## src/rtl/count_monitor_pkg.sv

```systemverilog
// Shared types and constants for the count_monitor slice.
// State encodings, default widths and the threshold reset value.
package count_monitor_pkg;

  localparam int CNT_W_DEF = 4;
  localparam int EVT_W_DEF = 8;

  // Sliced to CNT_W by users; wide enough for any sane count width.
  localparam logic [31:0] THRESH_ONES = '1;

  typedef enum logic [1:0] {
    IDLE  = 2'd0,
    ARMED = 2'd1,
    FIRED = 2'd2
  } state_t;

endpackage

```

## src/rtl/sat_event_counter.sv

```systemverilog
// Saturating event tally with a sticky overflow flag.
// Clear has priority over increment.
module sat_event_counter #(
  parameter int W = 8
) (
  input  logic         clk,
  input  logic         reset,
  input  logic         i_inc,
  input  logic         i_clr,
  output logic [W-1:0] o_count,
  output logic         o_ovf
);

  localparam logic [W-1:0] MAX = '1;

  logic [W-1:0] r_count;
  logic         r_ovf;

  always_ff @(posedge clk or negedge reset) begin
    if (!reset) begin
      r_count <= '0;
      r_ovf   <= 1'b0;
    end else if (i_clr) begin
      r_count <= '0;
      r_ovf   <= 1'b0;
    end else if (i_inc) begin
      if (r_count == MAX)
        r_ovf <= 1'b1;
      else
        r_count <= r_count + W'(1);
    end
  end

  assign o_count = r_count;
  assign o_ovf   = r_ovf;

endmodule

```

## src/rtl/count_monitor.sv

```systemverilog
// Watches an upstream counter: wrap pulse, wrap tally,
// and an armed one-shot threshold match.
module count_monitor
  import count_monitor_pkg::*;
#(
  parameter int CNT_W = CNT_W_DEF,
  parameter int EVT_W = EVT_W_DEF
) (
  input  logic             clk,
  input  logic             reset,
  input  logic [CNT_W-1:0] cnt_in,
  input  logic [CNT_W-1:0] thresh_in,
  input  logic             thresh_load,
  input  logic             arm,
  input  logic             clear,
  output logic             match_pulse,
  output logic             wrap_pulse,
  output logic [EVT_W-1:0] wrap_count,
  output logic             overflow,
  output logic [1:0]       state
);

  localparam logic [CNT_W-1:0] THRESH_RST =
    THRESH_ONES[CNT_W-1:0];
  localparam logic [CNT_W-1:0] CNT_MAX = '1;

  logic [CNT_W-1:0] r_prev_cnt;
  logic             r_prev_valid;
  logic [CNT_W-1:0] r_thresh;
  logic             r_wrap;
  logic             r_match;
  state_t           r_state;

  logic w_wrap;
  logic w_hit;

  assign w_wrap = r_prev_valid
               && (r_prev_cnt == CNT_MAX)
               && (cnt_in == '0);
  assign w_hit  = (cnt_in == r_thresh);

  always_ff @(posedge clk or negedge reset) begin
    if (!reset) begin
      r_prev_cnt   <= '0;
      r_prev_valid <= 1'b0;
      r_thresh     <= THRESH_RST;
      r_wrap       <= 1'b0;
    end else begin
      r_prev_cnt   <= cnt_in;
      r_prev_valid <= 1'b1;
      r_wrap       <= w_wrap;
      if (thresh_load)
        r_thresh <= thresh_in;
    end
  end

  // Compare sees r_thresh before any same-edge load.
  always_ff @(posedge clk or negedge reset) begin
    if (!reset) begin
      r_state <= IDLE;
      r_match <= 1'b0;
    end else begin
      r_match <= 1'b0;
      if (clear) begin
        r_state <= IDLE;
      end else begin
        unique case (r_state)
          IDLE:
            if (arm) r_state <= ARMED;
          ARMED:
            if (w_hit) begin
              r_state <= FIRED;
              r_match <= 1'b1;
            end
          FIRED:
            if (arm) r_state <= ARMED;
          default:
            r_state <= IDLE;
        endcase
      end
    end
  end

  sat_event_counter #(
    .W (EVT_W)
  ) u_tally (
    .clk     (clk),
    .reset   (reset),
    .i_inc   (w_wrap),
    .i_clr   (clear),
    .o_count (wrap_count),
    .o_ovf   (overflow)
  );

  assign match_pulse = r_match;
  assign wrap_pulse  = r_wrap;
  assign state       = r_state;

endmodule
```

## config.mk

```make
export PLATFORM = sky130hd
export DESIGN_NAME = count_monitor
export DESIGN_NICKNAME = d
export VERILOG_FILES = /design/src/rtl/count_monitor_pkg.sv /design/src/rtl/sat_event_counter.sv /design/src/rtl/count_monitor.sv
export SDC_FILE = /design/constraint.sdc
export NUM_CORES = 1
export LEC_CHECK = 0
export CAP_MARGIN = 10
export CORE_AREA = 5 5 53 55
export DETAILED_ROUTE_END_ITERATION = 8
export DIE_AREA = 0 0 58 60
export MAX_ROUTING_LAYER = met4
export PLACE_DENSITY = 0.76
export SLEW_MARGIN = 20
export SYNTH_ARGS = -nofsm -noshare
export SYNTH_HDL_FRONTEND = slang
export SYNTH_SLANG_ARGS = --single-unit
```

## constraint.sdc

```tcl
create_clock -name clk -period 2.3 [get_ports clk]
set_input_delay 0.46 -clock clk [delete_from_list [all_inputs] [get_ports clk]]
set_output_delay 0.46 -clock clk [all_outputs]
set_load 0.02 [all_outputs]
```

; ---- After elaboration in Yosys (flattened, before gate mapping)
; Cells that the tools add are included.
[totals]
reg_bits = 22
output_inout_bits = 13
[classes]
add_sub_neg = 1
mux = 13
n_eq_ne = 8
n_reduce_logical = 10
[op_table]
columns = operator, n
row1 = 8-bit 2-to-1 mux, 3
row2 = 8-bit by 1-bit adder with 8-bit output (second input constant), 1
row3 = 8-bit == test (second input constant), 1
row4 = 1-bit 2-to-1 mux, 6
row5 = 2-bit 2-to-1 mux, 3
row6 = 2-bit AND reduction, 3
row7 = 4-bit == test, 1
row8 = 4-bit == test (second input constant), 1
row9 = 4-bit zero test, 1
row10 = 2-bit case mux with 2 select lines, 1
row11 = 2-bit nonzero test, 2
row12 = 3-bit by 1-bit != test with 1-bit output (second input constant), 1
row13 = 3-bit != test (second input constant), 1
row14 = 2-bit by 1-bit == test with 1-bit output (second input constant), 1
row15 = 2-bit == test (second input constant), 1
row16 = 1-bit logical AND, 2
row17 = 2-bit zero test, 1
row18 = 2-bit != test (second input constant), 1
row19 = 2-bit OR reduction, 1

; ---- Longest topological paths before layout
; Gate-level depths: netlist of run 1.
[depth]
depth_word = 5
depth_mapped = 6
ltp_nobuf = 5

; ---- Modules after synthesis
; From an unflattened synthesis of run 1, not the netlist that was laid out.
[unflattened]
cells_unflattened = 81
hier_area_um2 = 985.9
[by_module_without_submodules]
columns = module, n_inst, cells_per_inst, area_per_inst_um2, seq_area_each_um2
row1 = sat_event_counter, 1, 47, 496.7, 225.2
row2 = count_monitor, 1, 34, 489.2, 330.3

; ---- Least setup slack after synthesis of run 1
; No wires, ideal clock.
[synth_path]
path_type = input to register
start = input port cnt_in[0]
end = register u_tally.r_count[5] (netlist: u_tally.o_count[5])
n_path_buf = 0
path_slack_ps = 630
stages = 4
arrival_time_ps = 1545
required_time_ps = 2175
cell_sequence = nor4_2 > nand4_2 > nor4_1 > mux2_2
[synth_via]
elab_chain_cells = 4
[synth_rtl]
columns = element, line_no
row1 = start: declaration, count_monitor.sv:11  ; input logic [CNT_W-1:0] cnt_in,
row2 = 4-bit zero test, count_monitor.sv:39  ; && (cnt_in == '0);
row3 = 1-bit logical AND, count_monitor.sv:39
row4 = 2-bit nonzero test (no line), --
row5 = 2-bit AND reduction (no line), --
row6 = end signal: assignment, sat_event_counter.sv:30  ; r_count <= r_count + W'(1);
row7 = end: declaration, sat_event_counter.sv:16  ; logic [W-1:0] r_count;
; Every way passes these cells.
; A chain may end at the register's enable or synchronous reset.

; ---- Final worst setup path of run 1
; Ends and elaborated chain as after synthesis.

==> results.md, run 1 <==
- Top FF cell, synth: dfrtp_1
- Post-synthesis area per instance: 11.44 um^2
- Overall global routing resource usage: 12.75%
- Dpl cells: 144
- RSZ-0062 raised after global routing: false
- Worst vdd ir: 406.9 uV
- Worst rel slew slack: 62.11%
- Yosys reg bits: 22
- Met2 GRT Util: 24.19%
- GRT Residual Overflow: 0
- Core region area: 0.002342 mm^2
- Skew final: about 0.0025 ns
- Gr busiest metal: met2
- Clock sinks: 22
- Synthesized area: about 1000 um^2
- Post-synthesis sequential area ratio: 57.14%
- Placement row count: 18
- Largest net degree at the start of global routing: 23
- Area Overhead vs Synth: 37.07%
- Maximum clock frequency: just over 500 MHz
- Pwr Density: between 500 and 600 mW/mm^2
- DRC Markers: 0
- CTS tree: yes
- CP endpoint kind: register
- PostCTS Resize Cnt: 0
- Antenna violations before repair: 0
- Routed WL: 1952 um
- Worst setup SP type: input pin
- Clock buffer depth: 2
- CP required: around 2.5 ns
- Vias per inst: 5.223
- Initial drt markers: 9
- Layout Cells excl Fill: 148
- TritonCTS buffer count: 3
- CTS Hold Bufs: 0
- Hold Crit Class: input pin to asynchronous set/reset pin
- Total Nets Final: 133
- DR vias: 773
- Met3 usage: 2.592%
- TNS Setup: 0 ns
- Synthesized Nets: 99
- CP max FO: 9
- Grt met1 use: 13.09%
- Slew @ Worst Pin: ~0.57 ns
- MaxCap Viol Count: 0
- Leakage: between 0.0005 and 0.0006 uW
- Detailed placer's ending HPWL: 1565 um
- Diode count: 0
- Critical path type: input pin to register
- DIE HEIGHT: roughly 60 um
- Post-synth ARST share: 100.0%
- First-pass GRT wire length: 3318 um
- Utilization after layout: a little under three fifths
- Initial Util: 41.51%
- Setup Viol. Count Final: 0
- Root Driver: clkbuf_4
- Status: completed
- H-tree depth: 1
- Die Wd: 58 um
- Crit path DAT: 2.17 ns
- Antenna Nets Post-Route: 0
- Ys Warns: 0
- I/O Pins: 26
- Slew Viols, Final: 0
- Final hold violations: 0
- Clock Pin Slew Worst Setup and Hold Paths: roughly 0.12 ns
- Fin crit share: approximately 86%
- Drt wl/cell: 13.19 um
- Post-CTS setup buffers: 0
- Worst skew pair latency: ~0.30 ns
- Gpl congestion: roughly 0.82
- DRT Pass-1 Iters: 4
- Vias in the first global route: roughly 800
- Filler cells: 212
- Die area: between 0.003 and 0.004 mm^2
- Fin crit period: 1.969 ns
- Port-buffer cells: 25
- Synth cell types: 27
- Post-synth EDFFs: 0
- Layout cells sized above 1: 18.64%
- Gate Count Post-Synth: 85
==> worst max-delay path: stages <==
cell and delay [ns]:
clkdlybuf4s50_1 0.43, nor4_2 0.31, nand4_2 0.24, nor4_1 0.36, mux2_2 0.37
==> cell type report <==
cell class                      count  area [um^2]  share of cell area [%]
Sequential cell                    22        555.5                   41.69
Tap cell                           30        37.54                   2.817
Multi-Input combinational cell     58        396.6                   29.77
Timing Repair Buffer               31        295.3                   22.16
Inverter                            3        11.26                  0.8451
Clock buffer                        4        36.28                   2.723
==> layer usage <==
| layer | share of wire, % | up-vias | routed length, um |
|---|---|---|---|
| met4 | 1.0 | 0 | 20 |
| met2 | 53 | 26 | 1033 |
| met1 | 40 | 371 | 780 |
| met5 | 0 | - | 0 |
| li1 | - | 372 | - |
| met3 | 6.0 | 4 | 118 |
==> final timing paths <==
path                                                 from                              to  slack [ns]  cells past startpoint
setup / recovery                                cnt_in[0]  u_tally.o_count[5]$_DFFE_PN0P_        0.33                      5
setup reg to reg           u_tally.o_count[0]$_DFFE_PN0P_  u_tally.o_count[5]$_DFFE_PN0P_        0.58                      5
hold / removal                                      reset  u_tally.o_count[3]$_DFFE_PN0P_        0.49                      2
hold reg to reg                 u_tally.o_ovf$_DFFE_PN0P_       u_tally.o_ovf$_DFFE_PN0P_        0.51                      2
max in group asynchronous                           reset         r_thresh[1]$_DFFE_PN1P_        1.54                      2
min in group clk                u_tally.o_ovf$_DFFE_PN0P_       u_tally.o_ovf$_DFFE_PN0P_        0.51                      2
==> where the power goes <==
group	internal [uW]	switching (uW)
Sequential	406	7.67
Clock	96.4	111
Combinational	41.5	30.1
==> cells in the mapped netlist (2+ instances only) <==
library cell / count / area (um^2)
inv_1: 3 / 11.26
dfstp_2: 4 / 105.1
nand2_1: 3 / 11.26
mux2_2: 5 / 56.30
o41ai_1: 2 / 17.52
nor4_1: 2 / 12.51
nor2b_1: 2 / 12.51
nor2_1: 5 / 18.77
or4_1: 4 / 30.03
dfrtp_1: 18 / 450.4
nand3_1: 4 / 20.02
nand2b_1: 4 / 25.02
or3_1: 2 / 12.51
xor2_1: 4 / 35.03
o31ai_1: 3 / 22.52
a21oi_1: 9 / 45.04
==> layout by cell type (no fill, tap or decap), drive strengths merged, types with 2 or more instances in the layout <==
| master | count |
|---|---|
| clkdlybuf4s50 | 25 |
| dfrtp | 18 |
| a21oi | 9 |
| buf | 6 |
| nor2 | 5 |
| mux2 | 5 |
| xor2 | 4 |
| nand2b | 4 |
| nand3 | 4 |
| or4 | 4 |
| dfstp | 4 |
| clkbuf | 4 |
| inv | 3 |
| nand2 | 3 |
| o31ai | 3 |
| nor4 | 3 |
| nor2b | 2 |
| o41ai | 2 |
| or3 | 2 |
| nand4 | 2 |
==> sequential cells by signal (all words and copies together) (netlist names) <==
register / count
wrap_pulse: 1
state: 2
r_thresh: 4
r_prev_valid: 1
match_pulse: 1
u_tally.o_count: 8
r_prev_cnt: 4
u_tally.o_ovf: 1
==> logic make-up (layout without fill, tap and decap cells) <==
| group | Yosys count | count (layout) | share of synthesized area (%) |
|---|---|---|---|
| AND/OR/NAND/NOR | 31 | 31 | 19.43 |
| flip-flops | 22 | 22 | 57.14 |
| AO/OA/AOI/OAI | 15 | 15 | 9.266 |
| multiplexers | 6 | 6 | 6.821 |
| buffers and inverters | 5 | 38 | 2.058 |
| XOR/XNOR | 4 | 4 | 3.603 |
| adder cells (fa/ha/maj) | 1 | 1 | 1.287 |
| other | 1 | 1 | 0.3857 |
==> through the flow <==
step                worst slack, ns  total power, uW  cell area [um^2]  hold slack, ns
finish                       0.3307            692.8              1333          0.4913
global route                 0.2412            721.6              1333          0.5279
CTS                          0.3062            701.3              1333          0.4978
detailed placement         -0.02429            495.1              1296          0.4889
global placement            0.02693            492.0              1296          0.4812
floorplan                    0.6299            446.3             972.2          0.1644
No activity file was read; power rests on OpenSTA's default activity.
==> run 2, diff against run 1 <==
--- a/config.mk
+++ b/config.mk
@@ -5,8 +5,9 @@
 export SDC_FILE = /design/constraint.sdc
 export NUM_CORES = 1
 export LEC_CHECK = 0
-export CAP_MARGIN = 10
+export CAP_MARGIN = 0
 export CORE_AREA = 5 5 53 55
+export CTS_CLUSTER_DIAMETER = 200
 export DETAILED_ROUTE_END_ITERATION = 8
 export DIE_AREA = 0 0 58 60
 export MAX_ROUTING_LAYER = met4
==> results of run 2 <==
The final DEF is identical to that of run 1; final timing and power are the same.
